**config.mk**
```make
export PLATFORM = sky130hd
export DESIGN_NAME = fetch_queue_unit
export DESIGN_NICKNAME = d
export VERILOG_FILES = /design/src/rtl/fetch_pkg.sv /design/src/rtl/fetch_fifo.sv /design/src/rtl/fetch_queue_unit.sv
export SDC_FILE = /design/constraint.sdc
export NUM_CORES = 1
export LEC_CHECK = 0
export BUFFER_PORTS_ARGS = -buffer_cell sky130_fd_sc_hd__buf_2
export CAP_MARGIN = 30
export CORE_MARGIN = 2
export CORE_UTILIZATION = 35
export CTS_CLUSTER_DIAMETER = 100
export DETAILED_ROUTE_END_ITERATION = 12
export GPL_TIMING_DRIVEN = 0
export PLACE_DENSITY = 0.53
export SKIP_LAST_GASP = 1
export SLEW_MARGIN = 20
export SYNTH_ARGS = -nofsm -noshare
export SYNTH_HDL_FRONTEND = slang
export SYNTH_SLANG_ARGS = --single-unit
```
**constraint.sdc**
```tcl
create_clock -name clk -period 3.6 [get_ports clk]
set_input_delay 0.36 -clock clk [delete_from_list [all_inputs] [get_ports clk]]
set_output_delay 0.36 -clock clk [all_outputs]
set_load 0.03 [all_outputs]
```
**src/rtl/fetch_pkg.sv**
```systemverilog
// Shared fetch-stage types and helpers: buffered entry layout, PC step and
// PC-relative branch target arithmetic.
package fetch_pkg;

   localparam int PC_INCR = 4;

   typedef struct packed {
      logic [63:0] pc;
      logic [31:0] instr;
   } fetch_entry_t;

   // imm26 for unconditional B, imm19 for CBZ/B.cond; word offset scaled to bytes.
   function automatic logic [63:0] branch_target(input logic [63:0] pc,
                                                 input logic [31:0] instr,
                                                 input logic        uncond);
      logic [63:0] offset;
      if (uncond) offset = {{36{instr[25]}}, instr[25:0], 2'b00};
      else        offset = {{43{instr[23]}}, instr[23:5], 2'b00};
      return pc + offset;
   endfunction

endpackage

```
**src/rtl/fetch_fifo.sv**
```systemverilog
// Synchronous FIFO with flush; head is presented straight from registered storage.
module fetch_fifo #(
   parameter int  DEPTH = 4,
   parameter type T     = logic [7:0]
) (
   input  logic                       clk,
   input  logic                       rst_n,
   input  logic                       push,
   input  T                           push_data,
   input  logic                       pop,
   input  logic                       flush,
   output T                           head,
   output logic [$clog2(DEPTH+1)-1:0] count
);

   localparam int PW = $clog2(DEPTH);
   localparam int CW = $clog2(DEPTH+1);

   T              mem [DEPTH];
   logic [PW-1:0] rd_ptr;
   logic [PW-1:0] wr_ptr;
   logic          do_push;
   logic          do_pop;

   // Pop on empty is dropped; a push into a full FIFO only lands alongside a pop.
   assign do_pop  = pop && (count != '0);
   assign do_push = push && ((count != CW'(DEPTH)) || do_pop);

   always_ff @(posedge clk or negedge rst_n) begin
      if (!rst_n) begin
         for (int i = 0; i < DEPTH; i++) mem[i] <= '0;
         rd_ptr <= '0;
         wr_ptr <= '0;
         count  <= '0;
      end else if (flush) begin
         rd_ptr <= '0;
         wr_ptr <= '0;
         count  <= '0;
      end else begin
         if (do_push) begin
            mem[wr_ptr] <= push_data;
            wr_ptr      <= wr_ptr + PW'(1);
         end
         if (do_pop) rd_ptr <= rd_ptr + PW'(1);
         count <= count + CW'(do_push) - CW'(do_pop);
      end
   end

   assign head = mem[rd_ptr];

endmodule

```
**src/rtl/fetch_queue_unit.sv**
```systemverilog
// Instruction fetch stage: PC register, redirect mux, credit-limited issue to a
// fixed-latency imem, and a FIFO of {pc, instr} handed to decode.
module fetch_queue_unit #(
   parameter int                ADDR_W   = 64,
   parameter int                INSTR_W  = 32,
   parameter int                DEPTH    = 4,
   parameter int                IMEM_LAT = 1,
   parameter logic [ADDR_W-1:0] RESET_PC = '0
) (
   input  logic                       clk,
   input  logic                       reset,
   input  logic                       stall_i,
   input  logic                       restore_i,
   input  logic [ADDR_W-1:0]          restore_pc_i,
   input  logic                       reg_jump_i,
   input  logic [ADDR_W-1:0]          reg_jump_pc_i,
   input  logic                       br_taken_i,
   input  logic                       br_uncond_i,
   input  logic [ADDR_W-1:0]          br_pc_i,
   input  logic [INSTR_W-1:0]         br_instr_i,
   output logic                       imem_req_o,
   output logic [ADDR_W-1:0]          imem_addr_o,
   input  logic [INSTR_W-1:0]         imem_instr_i,
   output logic                       dec_valid_o,
   input  logic                       dec_ready_i,
   output logic [INSTR_W-1:0]         dec_instr_o,
   output logic [ADDR_W-1:0]          dec_pc_o,
   output logic [$clog2(DEPTH+1)-1:0] count_o
);

   import fetch_pkg::*;

   localparam int CW = $clog2(DEPTH+1);
   localparam int IW = $clog2(IMEM_LAT+1);

   typedef struct packed {
      logic [ADDR_W-1:0]  pc;
      logic [INSTR_W-1:0] instr;
   } entry_t;

   logic [ADDR_W-1:0]   pc;
   logic [ADDR_W-1:0]   target;
   logic                redirect;
   logic                issue;
   logic [IMEM_LAT-1:0] pipe_vld;
   logic [ADDR_W-1:0]   pipe_pc [IMEM_LAT];
   logic [IW-1:0]       inflight;
   logic [CW-1:0]       count;
   logic                push;
   entry_t              push_data;
   entry_t              head;

   assign redirect = restore_i || reg_jump_i || br_taken_i;

   always_comb begin
      if (restore_i)       target = restore_pc_i;
      else if (reg_jump_i) target = reg_jump_pc_i;
      else                 target = ADDR_W'(branch_target(64'(br_pc_i), br_instr_i, br_uncond_i));
   end

   always_comb begin
      inflight = '0;
      for (int i = 0; i < IMEM_LAT; i++) inflight = inflight + IW'(pipe_vld[i]);
   end

   // Every in-flight response owns a reserved FIFO slot, so pushes never overflow.
   assign issue = reset && !stall_i && !redirect
                  && ((int'(count) + int'(inflight)) < DEPTH);

   always_ff @(posedge clk or negedge reset) begin
      if (!reset) begin
         pc       <= RESET_PC;
         pipe_vld <= '0;
         for (int i = 0; i < IMEM_LAT; i++) pipe_pc[i] <= '0;
      end else begin
         if (redirect)   pc <= target;
         else if (issue) pc <= pc + ADDR_W'(PC_INCR);
         pipe_vld[0] <= issue;
         pipe_pc[0]  <= pc;
         for (int i = 1; i < IMEM_LAT; i++) begin
            pipe_vld[i] <= pipe_vld[i-1] && !redirect;
            pipe_pc[i]  <= pipe_pc[i-1];
         end
      end
   end

   assign push            = pipe_vld[IMEM_LAT-1] && !redirect;
   assign push_data.pc    = pipe_pc[IMEM_LAT-1];
   assign push_data.instr = imem_instr_i;

   // Decode handshake: the head transfers on any edge where dec_valid_o && dec_ready_i;
   // dec_valid_o never depends on dec_ready_i, and the head is held until taken.
   fetch_fifo #(.DEPTH(DEPTH), .T(entry_t)) u_fifo (
      .clk       (clk),
      .rst_n     (reset),
      .push      (push),
      .push_data (push_data),
      .pop       (dec_ready_i),
      .flush     (redirect),
      .head      (head),
      .count     (count)
   );

   assign imem_req_o  = issue;
   assign imem_addr_o = pc;
   assign dec_valid_o = (count != '0);
   assign dec_instr_o = head.instr;
   assign dec_pc_o    = head.pc;
   assign count_o     = count;

endmodule
```
==> reports/qor.yml, run 1 <==
status: "finished, final reports clean"
io_buffer_count: 421
setup_viol: 0
cts_tree: "yes"
die_area_um2: 79400
syn_inst: 2207
numCtsBuffers: 55
drive_above_1_share_pct: 40.7
synth_area_um2: 27000
dpl_cell_area_um2: 30700
drcViolationCount: 0
fin_nets: 3066
gp_congestion: 0.917
yosysWarnings: 0
grt_usage_pct: 23.7
syn2layout_area_growth_pct: 22.7
clock_sinks: 520
fin_crit_sh_pct: 99.4
cellLeakagePower_nw: 15.8
arrival_ns: 4.10
synthDistinctLibCells: 89
final_antenna_net_count: 0
synth_edf_count: 0
core_um2: 76200
hold_viol: 0
critPathSlowestCell: "o41a_1"
grt_pass1_vias: 21900
tightest_slew_ns: 1.06
cp.required_ns: 4.12
rsz0062_at_grt: "true"
fp.dieW_um: 282
ir_drop_uv: 314
fin_tns_setup_ns: 0
synth_flop_cell: "dfrtp_1"
cts-root-buf: "clkbuf_16"
drv_slew: 0
async_flop_share_pct: 100
viasPerCell: 5.47
grt_max_degree: 107
cp-end-kind: "flop"
initial_core_util_pct: 35.4
syn_nets: 2542
avgSynthCellArea_um2: 12.2
fin_skew_ns: 0.0265
seq_area_frac_synth_pct: 48.2
path_clk_slew_ns: 0.06
hpwlAfterDp_mm: 72.0
relSlewSlack_pct: 29.2
drt_iter0_drc: 1445
worstPathCellList: "clkbuf_4, clkbuf_8, mux2_2, ha_2, nand3_1, nor4_1, a21bo_2, and3_1, o41a_1, nor2_4, a21oi_1, o21ai_2, xor2_1, o22ai_1, a22oi_1"
fillers: 7150
worstSetupPathType: "input pin to flop"
clk_latency_ns: 0.61
wl_per_cell_um: 24.9
die_h_um: 282
cp_max_fo: 10
grt_pass1_wl_mm: 141
ff2ff_setup_slack_ns: 0.26
num_rows: 101
power_density_nw_per_um2: 454
worst_path_largest_cell_delay_ns: 0.52
worstSetupStartpointType: "input pin"
ios: 429
synth_seq_cells: 520
htree_levels: 2
wirelength_mm: 95.0
drv_cap: 0
path_buf_inv: 2
clock.fmax_mhz: 279
cts_buffer_depth: 3
overflow: 0
antenna_found_initial: 9
critical-path-top-delay-family: "compound AO/OA/AOI/OAI gates"
vias: 20800
hp-class: "input pin to flop"
stdcell_area_um2: 33100
period_needed_ns: 3.58
drtPass1Iterations: 6
==> Yosys cell counts, types with 23 or more instances <==
library cell | count | area share (%)
xor2_1 | 35 | 1.1
clkbuf_1 | 65 | 0.90
mux2_2 | 402 | 17
ha_1 | 69 | 3.2
a21o_1 | 25 | 0.70
a31oi_1 | 23 | 0.53
inv_1 | 36 | 0.50
nor2_1 | 104 | 1.4
mux4_2 | 96 | 8.0
nand2_1 | 144 | 2.0
nand3_1 | 43 | 0.80
a21oi_1 | 129 | 2.4
nand4_1 | 30 | 0.70
xnor2_1 | 42 | 1.4
o21ai_0 | 97 | 1.8
buf_1 | 38 | 0.53
nor3_1 | 29 | 0.54
dfrtp_1 | 520 | 48
==> cell type report <==
class	instances	area [um^2]	share of cell area (%)
Antenna cell	6	15.0	0.0453
Buffer	126	646	1.95
Multi-Input combinational cell	1521	13400	40.5
Clock inverter	22	221	0.668
Sequential cell	520	13000	39.3
Tap cell	1030	1290	3.89
Timing Repair Buffer	471	2780	8.38
Clock buffer	80	1610	4.86
Inverter	36	135	0.408
==> report_power, final <==
group	internal, mW	switching, mW	leakage [nW]	total (mW)
logic	1.02	1.73	7.99	2.75
clock network	3.32	2.42	0.886	5.74
registers	6.13	0.425	6.97	6.55
==> layer usage <==
layer	track usage, %	up-vias	routed length (um)
met2	39.4	719	45600
li1	-	9344	-
met5	0	-	9
met3	3.97	148	5890
met1	31.6	10600	40600
met4	7.35	2	2890
==> metrics by stage <==
| stage | setup slack [ns] | hold slack [ns] | util, % | total power [mW] | instances |
|---|---|---|---|---|---|
| floorplan | 0.0216 | 0.0644 | - | 8.08 | 2207 |
| global placement | -8.42 | 0.480 | 39.9 | 9.23 | 3658 |
| detailed placement | -1.07 | 0.451 | 40.3 | 9.29 | 3670 |
| CTS | 0.00799 | 0.000164 | 43.2 | 15.1 | 3798 |
| global route | -0.116 | 0.0123 | 43.5 | 15.7 | 3810 |
| finish | 0.0210 | 0.0363 | 43.5 | 15.0 | 3812 |
==> registers in the layout (all words and copies together), names as in the netlist <==
signal	flops
u_fifo.count	3
u_fifo.rd_ptr	2
u_fifo.mem	384
pipe_vld	1
imem_addr_o	64
pipe_pc	64
u_fifo.wr_ptr	2
==> worst paths after layout <==
kind | startpoint | endpoint | cells after the start
min reg2reg | u_fifo.mem[156] | u_fifo.mem[156] | 1
min | reg_jump_pc_i[42] | imem_addr_o[42] | 3
min in group asynchronous | reset | u_fifo.mem[270] | 4
max in group asynchronous | reset | pipe_pc[31] | 5
max reg2reg | imem_addr_o[9] | imem_addr_o[62] | 13
max | br_uncond_i | imem_addr_o[52] | 15
==> cells by family after synthesis <==
logic type,after synthesis,share of synthesized area (%)
buffers and inverters,167,2.83
AND/OR/NAND/NOR,420,7.28
flip-flops,520,48.2
XOR/XNOR,77,2.50
multiplexers,506,25.1
adder cells (fa/ha/maj),71,3.35
AO/OA/AOI/OAI,446,10.8
==> placed cells by master (no fill, tap or decap), types with 12 or more instances in the layout <==
cell type,n
dfrtp_1,519
buf_2,427
mux2_2,402
nand2_1,142
a21oi_1,125
nor2_1,102
mux4_2,96
o21ai_0,89
clkbuf_1,65
ha_1,61
clkbuf_16,56
nand3_1,43
xnor2_1,42
inv_1,36
xor2_1,35
buf_1,33
nand4_1,30
nor3_1,28
a21o_1,25
dlygate4sd3_1,23
a31oi_1,22
clkbuf_8,21
a211oi_1,18
and3_1,18
o22ai_1,17
buf_4,16
o21a_1,14
o221ai_1,12
==> worst register-to-register path, stage by stage (launching register included) <==
cell      delay, ns
dfrtp_1        0.62
and3_1         0.22
clkbuf_2       0.19
and4_1         0.32
nand2_1        0.16
nor3_4         0.33
and2_0         0.39
and3_1         0.23
buf_2          0.16
nand3_1        0.11
xor2_1         0.14
nor2_1         0.06
a221oi_1       0.20
o21ai_0        0.11
==> repair_timing <==
action	in CTS	in global routing
buffers inserted	4	4
cloned	0	2
endpoints found under the hold margin	141	0
resized for setup	23	37
pin swaps	7	14
endpoints found under the setup margin	220	335
hold buffers	26	0
(Power assumes the default switching activity.)
==> run 2: changes to the inputs <==
- MAX_ROUTING_LAYER: unset -> met4
- clock period: 3.6 -> 3.97 ns (I/O delays scaled with it)
==> reports/qor.yml, run 2 (synthesis gave the netlist of run 1 again) <==
status: "finished, final reports clean"  # unchanged
numCtsBuffers: 54  # was 55
dpl_cell_area_um2: 30600  # was 30700 um^2
power.internal_mw: 9.45  # was 10.5 mW
antenna_found_initial: 2  # was 9
path_buf_inv: 3  # was 2
core_um2: 76200  # unchanged
cpMostUsedCell: "clkbuf_1"
grt_max_degree: 103  # was 107
hold_ws_ns: 0.0426  # was 0.0363 ns
mostFrequentLayoutCell: "dfrtp_1"  # unchanged
final_antenna_net_count: 0  # unchanged
drtPass1Iterations: 6  # unchanged
post-place-ws_ns: -1.08  # was -1.07 ns
worstSetupPathType: "flop to output port"  # was input pin to flop
cellLeakagePower_nw: 15.7  # was 15.8 nW
worstPathCellList: "clkbuf_1, clkbuf_1, mux4_2, buf_2"  # was clkbuf_4, clkbuf_8, mux2_2, ha_2, nand3_1, nor4_1, a21bo_2, and3_1, o41a_1, nor2_4, a21oi_1, o21ai_2, xor2_1, o22ai_1, a22oi_1
cts-root-buf: "clkbuf_16"  # unchanged
hold_viol: 0  # unchanged
cp_max_fo: 10  # unchanged
critPathSlowestCell: "dfrtp_1"  # was o41a_1
worstSetupStartpointType: "flop"  # was input pin
dp_cells: 3669  # was 3670
clock.fmax_mhz: 257
p_clk_share_pct: 38.2  # about the same
setup_viol: 0  # unchanged
rr_startpoint: "u_fifo.count[0]"  # was imem_addr_o[9]
fin_nets: 3039  # was 3066
wirelength_mm: 93.6  # was 95.0 mm
ff2ff_setup_slack_ns: 0.23  # was 0.26 ns
fin_tns_setup_ns: 0  # unchanged
power.switching_mw: 4.08  # was 4.57 mW
cts_tree: "yes"  # unchanged
wl_per_cell_um: 24.7  # was 24.9 um
htree_levels: 2  # unchanged
grt_usage_pct: 23.9  # was 23.7%
die_area_um2: 79400  # unchanged
worst_path_largest_cell_delay_ns: 0.79  # was 0.52 ns
stdcell_area_um2: 32700  # was 33100 um^2
overflow: 0  # unchanged
drv_cap: 0  # unchanged
comb_power_share_pct: 18.1  # was 18.3%
hp-class: "input pin to flop"  # unchanged
io_buffer_count: 421  # unchanged
period_needed_ns: 3.89
fillers: 7255  # was 7150
drt_iter0_drc: 1386  # was 1445
path_clk_slew_ns: 0.06  # about the same
critical-path-top-delay-family: "buffers and inverters"  # was compound AO/OA/AOI/OAI gates
rsz0062_at_grt: "false"  # was true
initial_core_util_pct: 35.4  # unchanged
hpwlAfterDp_mm: 72.7  # was 72.0 mm
arrival_ns: 3.50  # was 4.10 ns
fp.dieW_um: 282  # unchanged
clk_latency_ns: 0.61  # about the same
cp-end-kind: "output port"  # was flop
ios: 429  # unchanged
layout_common_cells: "dfrtp_1, buf_2, mux2_2"  # unchanged
stdcell_count: 3783  # was 3812
gp_congestion: 0.950  # was 0.917
vias: 20700  # was 20800
drcViolationCount: 0  # unchanged
drv_slew: 0  # unchanged
die_h_um: 282  # unchanged
drive_above_1_share_pct: 39.7  # was 40.7%
clock_sinks: 520  # unchanged
switching_share_pct: 30.2  # was 30.4%
syn2layout_area_growth_pct: 21.0  # was 22.7%
relSlewSlack_pct: 30.9  # was 29.2%
largest_register_ffs: 384  # unchanged
fin_crit_sh_pct: 98.1
p_seq_share_pct: 43.7  # was 43.6%
largest-register: "u_fifo.mem"  # unchanged
viasPerCell: 5.47  # about the same
min_from: "restore_pc_i[5]"  # was reg_jump_pc_i[42]
setup_ws_ns: 0.0750  # was 0.0210 ns
ir_drop_uv: 307  # was 314 uV
fin_skew_ns: 0.0164  # was 0.0265 ns
critPathLaunch: "u_fifo.rd_ptr[1]"  # was br_uncond_i
power_density_nw_per_um2: 414  # was 454 nW/um^2
cp.required_ns: 3.57  # was 4.12 ns
num_rows: 101  # unchanged
grt_pass1_vias: 21400  # was 21900
tightest_slew_ns: 1.04  # was 1.06 ns
grt_pass1_wl_mm: 138  # was 141 mm
cts_buffer_depth: 3  # unchanged
-- run 2: changes by cell type in the layout (fill, tap and decap cells not counted), sizes merged, moves of 2 or more --
| cell | before | now |
|---|---|---|
| clkbuf | 153 | 155 |
| clkinv | 11 | 9 |
| diode | 6 | 4 |
| clkinvlp | 7 | 2 |
| dlygate4sd3 | 23 | 3 |
| inv | 37 | 40 |
| clkdlybuf4s15 | 2 | 4 |
| buf | 499 | 493 |
-- run 2: timing repair --
action	in CTS	in global routing
setup buffers	3	0
pin swaps	3	3
setup endpoints to repair	61	13
hold endpoints to repair	64	0
resized for setup	14	15
hold buffers	4	0
gates cloned	0	0
-- run 2: area by class of cell --
| cell class | instances | area, um^2 | area share (%) |
|---|---|---|---|
| multi-input cells | 1520 | 13300 | 40.7 |
| flip-flops and latches | 520 | 13000 | 39.8 |
| repair buffers | 442 | 2450 | 7.51 |
| clock buffers | 84 | 1660 | 5.07 |
| well taps | 1030 | 1290 | 3.94 |
| plain buffers | 130 | 661 | 2.02 |
| clock inverters | 17 | 178 | 0.544 |
| inverters | 36 | 135 | 0.414 |
| diodes | 4 | 10.0 | 0.0306 |
-- run 2: path summary, 6_finish.rpt --
kind                                    to  cells after the start
setup / recovery              dec_pc_o[29]                      4
hold / removal              imem_addr_o[5]                      3
setup reg to reg           u_fifo.mem[379]                      6
hold reg to reg                pipe_pc[11]                      0
max in group asynchronous   u_fifo.mem[92]                      6
min in group asynchronous  imem_addr_o[10]                      3
-- run 2: layer usage --
metal  wire (um)  vias up  GRT usage, %
li1            -     9242             -
met1       40800    10600          31.4
met2       44600      673          38.3
met3        4780      159          3.04
met4        3420        0          8.12
met5           0        -             -
-- run 2: per-stage QoR --
step,utilization [%],power [mW]
5_1_grt,42.9,14.1
4_1_cts,42.8,13.6
6_report,42.9,13.5
3_3_place_gp,39.9,8.37
2_1_floorplan,-,7.33
3_5_place_dp,40.2,8.41
-- run 2: worst min-delay path: cells and delay by family --
family                 cells  cell delay [ns]
and+or+nand+nor            1             0.08
buffers and inverters      1             0.07
AOI/OAI and AO/OA          1             0.06
-- run 2: power by group through the flow --
stage,clock network [mW],registers (mW),logic [mW]
floorplan,0,6.02,1.30
global placement,0,5.99,2.37
detailed placement,0,6.01,2.40
CTS,5.30,5.91,2.43
global route,5.51,5.96,2.63
finish,5.17,5.92,2.44
==> run 3: changes to the inputs <==
==> constraint.sdc (replaced) <==
create_clock -name clk -period 3.97 [get_ports clk]
set_input_delay 0.397 -clock clk [delete_from_list [all_inputs] [get_ports clk]]
set_output_delay 0.397 -clock clk [all_outputs]
set_load 0.1 [all_outputs]
==> reports/qor.yml, run 3 (synthesis gave the netlist of run 1 again) <==
critPathSlowestCell: "a222oi_1"  # was dfrtp_1
fp.dieW_um: 282  # unchanged
worstSetupPathType: "input pin to flop"  # was flop to output port
min_from: "restore_pc_i[5]"  # unchanged
critical-path-top-delay-family: "compound AO/OA/AOI/OAI gates"  # was buffers and inverters
cts_tree: "yes"  # unchanged
setup_viol: 0  # unchanged
path_buf_inv: 2  # was 3
htree_levels: 2  # unchanged
drcViolationCount: 0  # unchanged
hp-class: "input pin to flop"  # unchanged
rsz0062_at_grt: "false"  # unchanged
io_buffer_count: 421  # unchanged
clock.fmax_mhz: 259  # was 257 MHz
die_area_um2: 79400  # unchanged
drv_cap: 0  # unchanged
cts_buffer_depth: 3  # unchanged
rr_startpoint: "u_fifo.count[0]"  # unchanged
r2r_end: "u_fifo.mem[379]"  # unchanged
cpMostUsedCell: "a31oi_1"  # was clkbuf_1
num_rows: 101  # unchanged
layout_common_cells: "dfrtp_1, buf_2, mux2_2"  # unchanged
syn2layout_area_growth_pct: 21.0  # about the same
grt_usage_pct: 23.9  # unchanged
dp_cells: 3669  # unchanged
period_needed_ns: 3.86  # was 3.89 ns
worst_path_largest_cell_delay_ns: 0.62  # was 0.79 ns
drtPass1Iterations: 6  # unchanged
power_density_nw_per_um2: 443  # was 414 nW/um^2
cts-root-buf: "clkbuf_16"  # unchanged
path_clk_slew_ns: 0.06  # about the same
drv_slew: 0  # unchanged
wl_per_cell_um: 24.7  # about the same
worstSetupStartpointType: "input pin"  # was flop
die_h_um: 282  # unchanged
stdcell_area_um2: 32700  # about the same
drive_above_1_share_pct: 39.7  # about the same
gp_congestion: 0.950  # unchanged
overflow: 0  # unchanged
vias: 20700  # about the same
cp-end-kind: "flop"  # was output port
viasPerCell: 5.46  # was 5.47
antenna_found_initial: 2  # unchanged
cellLeakagePower_nw: 15.7  # about the same
fin_crit_sh_pct: 97.1  # was 98.1%
wirelength_mm: 93.5  # was 93.6 mm
drt_iter0_drc: 1480  # was 1386
setup_ws_ns: 0.114  # was 0.0750 ns
final_antenna_net_count: 0  # unchanged
critPathLaunch: "br_uncond_i"  # was u_fifo.rd_ptr[1]
fin_nets: 3038  # was 3039
grt_pass1_vias: 21400  # unchanged
ff2ff_setup_slack_ns: 0.23  # about the same
cp.depth: 15  # was 4
ios: 429  # unchanged
worstPathCellList: "clkbuf_2, buf_6, mux2_2, ha_1, nand3_1, nor2_1, nand2_1, o211ai_1, a31oi_1, o21ai_2, a31oi_1, xnor2_1, a222oi_1, o21ai_0, o21a_1"  # was clkbuf_1, clkbuf_1, mux4_2, buf_2
post-place-ws_ns: -1.08  # unchanged
rr_worst_depth: 6  # unchanged
grt_pass1_wl_mm: 138  # unchanged
largest_register_ffs: 384  # unchanged
dpl_cell_area_um2: 30600  # unchanged
hold_viol: 0  # unchanged
grt_max_degree: 103  # unchanged
hold_depth: 3  # unchanged
numCtsBuffers: 54  # unchanged
initial_core_util_pct: 35.4  # unchanged
cp_max_fo: 10  # unchanged
tightest_slew_ns: 1.02  # was 1.04 ns
stdcell_count: 3781  # was 3783
hold_end: "imem_addr_o[5]"  # unchanged
ir_drop_uv: 308  # was 307 uV
fin_skew_ns: 0.0182  # was 0.0164 ns
hpwlAfterDp_mm: 72.7  # unchanged
clock_sinks: 520  # unchanged
status: "finished, final reports clean"  # unchanged
largest-register: "u_fifo.mem"  # unchanged
arrival_ns: 4.36  # was 3.50 ns
clk_latency_ns: 0.61  # about the same
cp.required_ns: 4.47  # was 3.57 ns
mostFrequentLayoutCell: "dfrtp_1"  # unchanged
relSlewSlack_pct: 32.0  # was 30.9%
core_um2: 76200  # unchanged
==> run 3: cell count changes in the layout (fill, tap and decap cells not counted), sizes merged <==
cell and delta:
clkbuf -1, diode -1
==> run 3: where the power goes <==
group          leakage [nW]  switching [mW]  total, mW  internal (mW)
Combinational          7.81            2.49       3.37          0.882
Sequential             6.97           0.359       5.92           5.56
Clock                 0.902            2.15       5.16           3.01
==> run 3: cell type report <==
cell class | instances | area, um^2
timing repair buffer | 442 | 2450
inverter | 36 | 135
clock buffer | 84 | 1660
fill | 7259 | 43500
antenna | 3 | 7.51
tap | 1030 | 1290
multi-input combinational | 1520 | 13300
buffer | 129 | 659
clock inverter | 17 | 178
sequential | 520 | 13000
==> run 3: through the flow <==
stage / hold slack, ns / TNS, ns / total power [mW] / utilization [%]
2_1_floorplan: 0.101 / 0 / 8.25 / -
3_3_place_gp: 0.416 / -4520.66 / 9.30 / 39.9
3_5_place_dp: 0.363 / -28.97 / 9.35 / 40.2
4_1_cts: 0.00823 / 0 / 14.6 / 42.8
5_1_grt: 0.0525 / 0 / 15.0 / 42.9
6_report: 0.0418 / 0 / 14.5 / 42.9
==> run 3: how the worst max path moves through the flow <==
stage / to / slack (ns)
floorplan: imem_addr_o[56] / 0.05
finish: imem_addr_o[45] / 0.11
global placement: imem_req_o / -8.07
CTS: dec_pc_o[49] / 0.005
global route: imem_addr_o[31] / 0.006
detailed placement: imem_addr_o[45] / -1.08
==> run 3: worst register-to-register path, cell delays in order, from the launching register on <==
cell and delay [ns]:
dfrtp_1 0.42, o41ai_1 0.81, nor2_1 0.25, nand2_1 0.36
buf_1 0.71, clkbuf_1 0.65, mux2_2 0.43
==> run 3: per-layer routing <==
| metal | up-vias | share of wire, % | global-route usage [%] |
|---|---|---|---|
| met5 | - | 0 | - |
| met2 | 689 | 48 | 38.3 |
| met4 | 0 | 3.6 | 8.12 |
| met3 | 161 | 5.1 | 3.04 |
| met1 | 10600 | 44 | 31.4 |
| li1 | 9242 | - | - |
==> run 3: what timing repair did <==
| action | 4_1_cts | 5_1_grt |
|---|---|---|
| hold endpoints to repair | 64 | 0 |
| gates resized for setup | 15 | 16 |
| setup endpoints to repair | 61 | 32 |
| pin swaps | 3 | 2 |
| hold buffers | 4 | 0 |
| buffers inserted | 3 | 0 |
